$ cat src/rtl/mc_cu.sv
// mc_cu: multicycle control unit for the MIPS-subset CPU.
//
// Sequences each instruction through IF/ID/EXE/MEM/WB and decodes
// state, opcode and function code into the write enables and mux selects
// of the multicycle datapath, which shares one ALU and one memory port.
//
// Ports
//   clock, resetn        rising-edge clock, asynchronous active-low reset
//   op, func             opcode / function field from IR
//   z                    ALU zero flag (used only for branches in EXE)
//   mem_ready            memory completes its access this cycle
//   wpc, wir, wmem, wreg PC / IR / memory / register-file write enables
//   iord, regrt, m2reg, jal, shift, alusrca, alusrcb, sext, aluc, pcsource
//                        datapath mux selects and ALU operation
//   state                current sequencer state, for debug
//
// Memory handshake: an access is issued from IF (fetch) or MEM (load/store)
// and completes in the cycle mem_ready=1. Until then the sequencer holds its
// state; write enables other than wmem are suppressed while waiting, and
// wmem stays asserted for the whole store.
module mc_cu (
  input  logic       clock,
  input  logic       resetn,
  input  logic [5:0] op,
  input  logic [5:0] func,
  input  logic       z,
  input  logic       mem_ready,
  output logic       wpc,
  output logic       wir,
  output logic       wmem,
  output logic       wreg,
  output logic       iord,
  output logic       regrt,
  output logic       m2reg,
  output logic       jal,
  output logic       shift,
  output logic       alusrca,
  output logic [1:0] alusrcb,
  output logic       sext,
  output logic [3:0] aluc,
  output logic [1:0] pcsource,
  output logic [2:0] state
);

  typedef enum logic [2:0] {
    S_IF  = 3'b000,
    S_ID  = 3'b001,
    S_EXE = 3'b010,
    S_MEM = 3'b011,
    S_WB  = 3'b100
  } state_t;

  state_t state_q, state_d;

  // Instruction decode
  logic r_type;
  logic i_add, i_sub, i_and, i_or, i_xor, i_sll, i_srl, i_sra, i_jr, i_gt;
  logic i_addi, i_andi, i_ori, i_xori, i_lw, i_sw, i_beq, i_bne, i_lui, i_j, i_jal;
  logic is_alu_r, is_alu_i, is_shift, sext_dec;
  logic [3:0] aluc_dec;

  assign r_type = (op == 6'b000000);
  assign i_add  = r_type & (func == 6'b100000);
  assign i_sub  = r_type & (func == 6'b100010);
  assign i_and  = r_type & (func == 6'b100100);
  assign i_or   = r_type & (func == 6'b100101);
  assign i_xor  = r_type & (func == 6'b100110);
  assign i_sll  = r_type & (func == 6'b000000);
  assign i_srl  = r_type & (func == 6'b000010);
  assign i_sra  = r_type & (func == 6'b000011);
  assign i_jr   = r_type & (func == 6'b001000);
  assign i_gt   = r_type & (func == 6'b100111);
  assign i_addi = (op == 6'b001000);
  assign i_andi = (op == 6'b001100);
  assign i_ori  = (op == 6'b001101);
  assign i_xori = (op == 6'b001110);
  assign i_lw   = (op == 6'b100011);
  assign i_sw   = (op == 6'b101011);
  assign i_beq  = (op == 6'b000100);
  assign i_bne  = (op == 6'b000101);
  assign i_lui  = (op == 6'b001111);
  assign i_j    = (op == 6'b000010);
  assign i_jal  = (op == 6'b000011);

  assign is_shift = i_sll | i_srl | i_sra;
  assign is_alu_r = i_add | i_sub | i_and | i_or | i_xor | is_shift | i_gt;
  assign is_alu_i = i_addi | i_andi | i_ori | i_xori | i_lui;
  assign sext_dec = i_addi | i_lw | i_sw | i_beq | i_bne;

  always_comb begin
    aluc_dec = 4'b0000;
    if (i_sub | i_beq | i_bne)   aluc_dec = 4'b0100;
    else if (i_and | i_andi)     aluc_dec = 4'b0001;
    else if (i_or | i_ori)       aluc_dec = 4'b0101;
    else if (i_xor | i_xori)     aluc_dec = 4'b0010;
    else if (i_lui)              aluc_dec = 4'b0110;
    else if (i_sll)              aluc_dec = 4'b0011;
    else if (i_srl)              aluc_dec = 4'b0111;
    else if (i_sra)              aluc_dec = 4'b1111;
    else if (i_gt)               aluc_dec = 4'b1011;
  end

  // Ungated enables; reset gating is applied at the outputs.
  logic wpc_c, wir_c, wmem_c, wreg_c;

  always_comb begin
    state_d  = S_IF;
    wpc_c    = 1'b0;
    wir_c    = 1'b0;
    wmem_c   = 1'b0;
    wreg_c   = 1'b0;
    iord     = 1'b0;
    regrt    = 1'b0;
    m2reg    = 1'b0;
    jal      = 1'b0;
    shift    = 1'b0;
    alusrca  = 1'b0;
    alusrcb  = 2'b00;
    sext     = 1'b0;
    aluc     = 4'b0000;
    pcsource = 2'b00;
    case (state_q)
      S_IF: begin
        // ALU computes PC+4 while the fetch is outstanding.
        alusrcb = 2'b01;
        if (mem_ready) begin
          wir_c   = 1'b1;
          wpc_c   = 1'b1;
          state_d = S_ID;
        end else begin
          state_d = S_IF;
        end
      end
      S_ID: begin
        // Branch target PC + (sext(imm)<<2) lands in ALUOut for EXE.
        alusrcb = 2'b11;
        sext    = sext_dec;
        if (i_j | i_jal) begin
          wpc_c    = 1'b1;
          pcsource = 2'b11;
          wreg_c   = i_jal;
          jal      = i_jal;
        end else if (i_jr) begin
          wpc_c    = 1'b1;
          pcsource = 2'b10;
        end else if (is_alu_r | is_alu_i | i_lw | i_sw | i_beq | i_bne) begin
          state_d = S_EXE;
        end
      end
      S_EXE: begin
        alusrca = 1'b1;
        sext    = sext_dec;
        if (is_alu_r) begin
          alusrcb = 2'b00;
          aluc    = aluc_dec;
          shift   = is_shift;
          state_d = S_WB;
        end else if (is_alu_i) begin
          alusrcb = 2'b10;
          aluc    = aluc_dec;
          state_d = S_WB;
        end else if (i_lw | i_sw) begin
          alusrcb = 2'b10;
          state_d = S_MEM;
        end else if (i_beq | i_bne) begin
          alusrcb  = 2'b00;
          aluc     = 4'b0100;
          pcsource = 2'b01;
          wpc_c    = (i_beq & z) | (i_bne & ~z);
        end
      end
      S_MEM: begin
        iord   = 1'b1;
        wmem_c = i_sw;
        if (!mem_ready)  state_d = S_MEM;
        else if (i_lw)   state_d = S_WB;
      end
      S_WB: begin
        wreg_c = 1'b1;
        regrt  = ~r_type;
        m2reg  = i_lw;
      end
      default: state_d = S_IF;
    endcase
  end

  assign wpc   = wpc_c  & resetn;
  assign wir   = wir_c  & resetn;
  assign wmem  = wmem_c & resetn;
  assign wreg  = wreg_c & resetn;
  assign state = state_q;

  always_ff @(posedge clock or negedge resetn) begin
    if (!resetn) state_q <= S_IF;
    else         state_q <= state_d;
  end

endmodule

$ cat config.mk
export PLATFORM = sky130hd
export DESIGN_NAME = mc_cu
export DESIGN_NICKNAME = d
export VERILOG_FILES = /design/src/rtl/mc_cu.sv
export SDC_FILE = /design/constraint.sdc
export NUM_CORES = 1
export LEC_CHECK = 0
export BUFFER_PORTS_ARGS = -buffer_cell sky130_fd_sc_hd__buf_2
export CORE_MARGIN = 2
export CORE_UTILIZATION = 32
export CTS_CLUSTER_DIAMETER = 200
export DETAILED_ROUTE_END_ITERATION = 16
export HOLD_SLACK_MARGIN = 0.1
export SLEW_MARGIN = 20
export SYNTH_ARGS = -nofsm -noshare
export SYNTH_HDL_FRONTEND = slang
export SYNTH_SLANG_ARGS = --single-unit
$ cat constraint.sdc
create_clock -name clock -period 5.6 [get_ports clock]
set_input_delay 1.12 -clock clock [delete_from_list [all_inputs] [get_ports clock]]
set_output_delay 1.12 -clock clock [all_outputs]
set_load 0.1 [all_outputs]
## After elaboration in Yosys (flattened, before gate mapping)

Index checks and enable logic that the tools add are counted.

- Input bits: 16
- Memories kept: 0
- Bits in writable memories: 0
- Bits in read-only memories: 0
- Word-level logic and storage cells: 132
- Bits in registers: 3
- Latch bits: 0

- Bitwise logic cells: 48
- Divide/modulo/power cells: 0
- Equal/unequal tests: 24
- Magnitude comparators: 0
- Shift operators: 0
- Multiply operators: 0
- Muxes and demuxes: 55
- Add/sub/neg operators: 0
- Reductions and logical operators: 4

Operators with widths:

| kind | count |
|---|---|
| == test 6 bit (second input constant) | 8 |
| two-way mux 4 bit | 12 |
| == test 6 x 4 -> 1 bit (second input constant) | 6 |
| OR 1 bit | 30 |
| == test 6 x 2 -> 1 bit (second input constant) | 4 |
| two-way mux 1 bit | 23 |
| two-way mux 2 bit | 9 |
| two-way mux 3 bit | 6 |
| bitwise AND 1 bit | 16 |
| == test 6 x 3 -> 1 bit (second input constant) | 2 |
| logical NOT 6 bit | 2 |
| case mux 3 bit (4 select lines) | 1 |
| == test 3 x 2 -> 1 bit (second input constant) | 2 |
| case mux 2 bit (3 select lines) | 1 |
| case mux 2 bit (2 select lines) | 1 |
| == test 3 x 1 -> 1 bit (second input constant) | 1 |
| == test 3 bit (second input constant) | 1 |
| logical NOT 3 bit | 1 |
| case mux 1 bit (3 select lines) | 1 |
| inverter 1 bit | 2 |
| case mux 1 bit (2 select lines) | 1 |
| OR reduction 2 bit | 1 |

## Depth between registers and ports, before layout

- Depth after elaboration: 17
- Depth in mapped cells: 5

## Worst setup path after synthesis

No wires, ideal clock.

- Kind: input port to output port
- Start point: input port op[3]
- End point: output port shift
- Path buffers: 0
- Stages: 3
- Arrival: 5.152 ns
- Path slack: -0.672 ns
- Cell sequence: or4_4 > nor4b_4 > nor4b_1

- Cells in the longest elaborated chain, start to end: 10

RTL lines:

| what | line | text |
|---|---|---|
| start, declared | 24 | `input logic [5:0] op,` |
| logical NOT 6 bit * | 62 | `assign r_type = (op == 6'b000000);` |
| bitwise AND 1 bit, on equally long branches | 63, 64 |  |
| OR 1 bit (6 in a row) | 86 | `assign is_alu_r = i_add \| i_sub \| i_and \| i_or \| i_xor \| is_shift \| i_gt;` |
| two-way mux 1 bit * | 153 | `if (is_alu_r) begin` |
| two-way mux 1 bit * | 122 | `case (state_q)` |
| end, declared | 36 | `output logic shift,` |

Mark *: on every way between the ends. The rest lies on a longest branch, timed or not.

## Worst setup path after layout

- Start point: input port op[3]
- End point: output port aluc[3]

- Cells in the longest elaborated chain, start to end: 14

RTL lines:

| what | line | text |
|---|---|---|
| logical NOT 6 bit | 62 |  |
| bitwise AND 1 bit | 72 | `assign i_gt = r_type & (func == 6'b100111);` |
| two-way mux 4 bit | 100 | `else if (i_gt) aluc_dec = 4'b1011;` |
| two-way mux 4 bit | 99 | `else if (i_sra) aluc_dec = 4'b1111;` |
| two-way mux 4 bit | 98 | `else if (i_srl) aluc_dec = 4'b0111;` |
| two-way mux 4 bit | 97 | `else if (i_sll) aluc_dec = 4'b0011;` |
| two-way mux 4 bit | 96 | `else if (i_lui) aluc_dec = 4'b0110;` |
| two-way mux 4 bit | 95 | `else if (i_xor \| i_xori) aluc_dec = 4'b0010;` |
| two-way mux 4 bit | 94 | `else if (i_or \| i_ori) aluc_dec = 4'b0101;` |
| two-way mux 4 bit | 93 | `else if (i_and \| i_andi) aluc_dec = 4'b0001;` |
| two-way mux 4 bit | 92 | `if (i_sub \| i_beq \| i_bne) aluc_dec = 4'b0100;` |
| two-way mux 4 bit | 158 | `end else if (is_alu_i) begin` |
| two-way mux 4 bit * | 153 |  |
| two-way mux 4 bit * | 122 |  |
| end, declared | 40 | `output logic [3:0] aluc,` |

Marked as above.

==> results.ini <==
[outcome]
status = completed

[global_route]
antenna_found_initial = 0
grt-ovfl-total = 0
grt_pass1_wl_um = 3510
grt_max_degree = 13
grt_util_all_layers_pct = 17.9
grt_pass1_vias = 800

[clock_network]
clk_latency_ns = 0.24
cts.repair.resized = 0
htreeDepth = 1
cts_buffer_depth = 2
postCtsSetupBuffers = 0
cts_tree = yes
cts_sinks = 3
cts_made_buffers = 3
cts.reportedPaths.clkPinSlew_ns = 0.04
cts_hold_buffers = 0
clockRootBuffer = clkbuf_4

[power_and_ir_drop]
comb_power_share_pct = 52.2
clkPwrFrac_pct = 28.8
seqPwrFrac_pct = 19.0
p_sw_uw = 68.3
intPower_uw = 67.2
peakVddDrop_mv = 0.0712
powerDensity_nw_per_um2 = 151
p_total_uw = 136
swShare_pct = 50.4
p_leak_nw = 0.401

[yosys]
synth_area_per_cell_um2 = 7.05
ys_seq_area_share_pct = 11.3
ys_seq_elements = 3
ys_top_cells_by_area = dfrtp_1 (11%), nand2b_1 (8.5%), nor2_1 (6.2%)
ys.warnings.count = 0
synth_area_um2 = 663
ys_types = 39
yosysTopAreaCell = dfrtp_1
yosysTopAreaCellShare_pct = 11.3
netlist_instances = 94
syn_nets = 110

[setup_path]
required_ns = 4.48
worstSetupPathType = in2out
critPathLaunchType = input port
cp-end-kind = output port
arrival_ns = 3.15
cp_max_fo = 9

[finish]
nets = 148
multi_input_area_um2 = 564
seqCellArea_um2 = 75.1
drive_gt1_share_pct = 35.1
final_area_um2 = 900
area_growth_pct = 35.7
antenna_cells = 0
fillers = 230
largest_reg_flops = 3

[drt]
wirelength_um = 2120
wl_per_cell_um = 13.4
num_vias = 887
drc_errors = 0
post_drt_via_cell_ratio = 5.61
dr.pass1.iters = 4
antenna_left = 0
drtIter0Drc = 34

[sta]
finalHoldViolations = 0
max_freq_mhz = 234
rsz0062_at_grt = no
hold_slack_ns = 0.692
finalClockSkew_ns = 0.00453
drv_slew = 0
worst_slack_ns = 1.33
min_period_ns = 4.27
setup_viol = 0
max_slew_margin_pct = 60.2
tightest_slew_ns = 0.591
fin_crit_sh_pct = 76.2

[floorplanning]
io_pins = 38
fp.dieH_um = 49.5
core_area_um2 = 1960
rows = 16
dieArea_um2 = 2450
die_width_um = 49.5
start_util_pct = 33.8

[placement]
dpl.hpwl_um = 1710
dp_slack_ns = 1.31
place.gp.congestion = 0.759
post_dp_cell_area_um2 = 873
port_buffers = 37

[worst_hold_path]
hold_path.class = in2async

[job]
cap_violations = 0

per-stage QoR:
stage          util [%]  setup TNS, ns  cells
6_report           45.9              0    158
5_1_grt            45.9              0    158
4_1_cts            45.9              0    158
3_5_place_dp       44.5              0    154
3_3_place_gp       44.5              0    154
2_1_floorplan         -          -1.75     94
critical path: stages:
cell	delay, ns
buf_2	0.15
or4_4	0.58
nor4b_4	0.36
a31oi_2	0.20
nor4_1	0.26
buf_2	0.47
cells in the mapped netlist:
master	count
and3_1	1
or4b_2	1
o2bb2ai_1	1
o31a_1	1
nand3_1	2
nor2_1	11
nand4_1	1
and3b_1	1
o21ai_0	4
or2_2	1
a211o_1	1
or3b_1	1
nor3_1	2
o21a_1	2
o2111ai_1	1
a31oi_1	1
nor4_1	4
nor4b_1	2
nand2_1	3
o21ai_1	2
nor3b_1	4
and2_1	2
nor4b_4	1
clkbuf_1	4
a221oi_1	1
nand4b_1	2
nand3b_1	2
a22o_1	2
a21oi_1	5
a22oi_1	3
a31oi_2	1
dfrtp_1	3
o32a_1	1
or4_4	1
nand2b_1	9
o211a_1	2
inv_1	4
nor2b_1	3
xnor2_1	1
placed cells by master, fill, tap and decap left out, types with 2 or more instances in the layout:
master / Yosys / routed
nand4b_1: 2 / 2
nor2b_1: 3 / 3
o21a_1: 2 / 2
nand2_1: 3 / 3
o21ai_1: 2 / 2
dfrtp_1: 3 / 3
o211a_1: 2 / 2
nor3b_1: 4 / 4
nor2_1: 11 / 11
buf_2: 0 / 37
and2_1: 2 / 2
a22oi_1: 3 / 3
nor3_1: 2 / 2
nor4_1: 4 / 4
a21oi_1: 5 / 5
nand3b_1: 2 / 2
a22o_1: 2 / 2
inv_1: 4 / 4
clkbuf_4: 0 / 3
o21ai_0: 4 / 4
nand3_1: 2 / 2
nand2b_1: 9 / 9
area by class of cell:
cell class	instances	share of cell area, %
multi-input combinational	83	62.7
sequential	3	8.34
inverter	4	1.67
clock buffer	4	2.92
timing repair buffer	37	20.6
tap	27	3.76
worst paths after layout:
path                       startpoint        to  slack (ns)  cells past startpoint
max                             op[3]   aluc[3]        1.33                      6
min                            resetn  state[0]        0.69                      1
min reg2reg                  state[2]  state[0]        0.73                      3
max reg2reg                  state[2]  state[1]        3.94                      3
min in group clock           state[2]  state[0]        0.73                      3
max in group asynchronous      resetn  state[1]        4.77                      1
layer usage:
metal	global-route usage [%]	up-vias	share of wire [%]
met5	0	-	0
met4	6.94	0	2.6
met1	20.6	406	42
li1	-	435	-
met2	32.4	40	48
met3	3.03	6	6.9
power groups by stage:
| stage | combinational (mW) | sequential, mW | clock (mW) |
|---|---|---|---|
| after floorplan | 0.0440 | 0.0332 | 0 |
| after global routing | 0.0753 | 0.0265 | 0.0407 |
| after global placement | 0.0697 | 0.0261 | 0 |
| after CTS | 0.0706 | 0.0258 | 0.0396 |
| final | 0.0707 | 0.0258 | 0.0390 |
| after detailed placement | 0.0704 | 0.0260 | 0 |
logic make-up (layout without fill, tap and decap cells):
| kind of cell | after synthesis | count (layout) | synth area share (%) |
|---|---|---|---|
| AOI/OAI and AO/OA | 28 | 28 | 30.6 |
| and+or+nand+nor | 54 | 54 | 52.3 |
| DFF | 3 | 3 | 11.3 |
| buffers and inverters | 8 | 45 | 4.53 |
| xor gates and xnor gates | 1 | 1 | 1.32 |
Note: power is estimated with default switching activity, not from simulation.
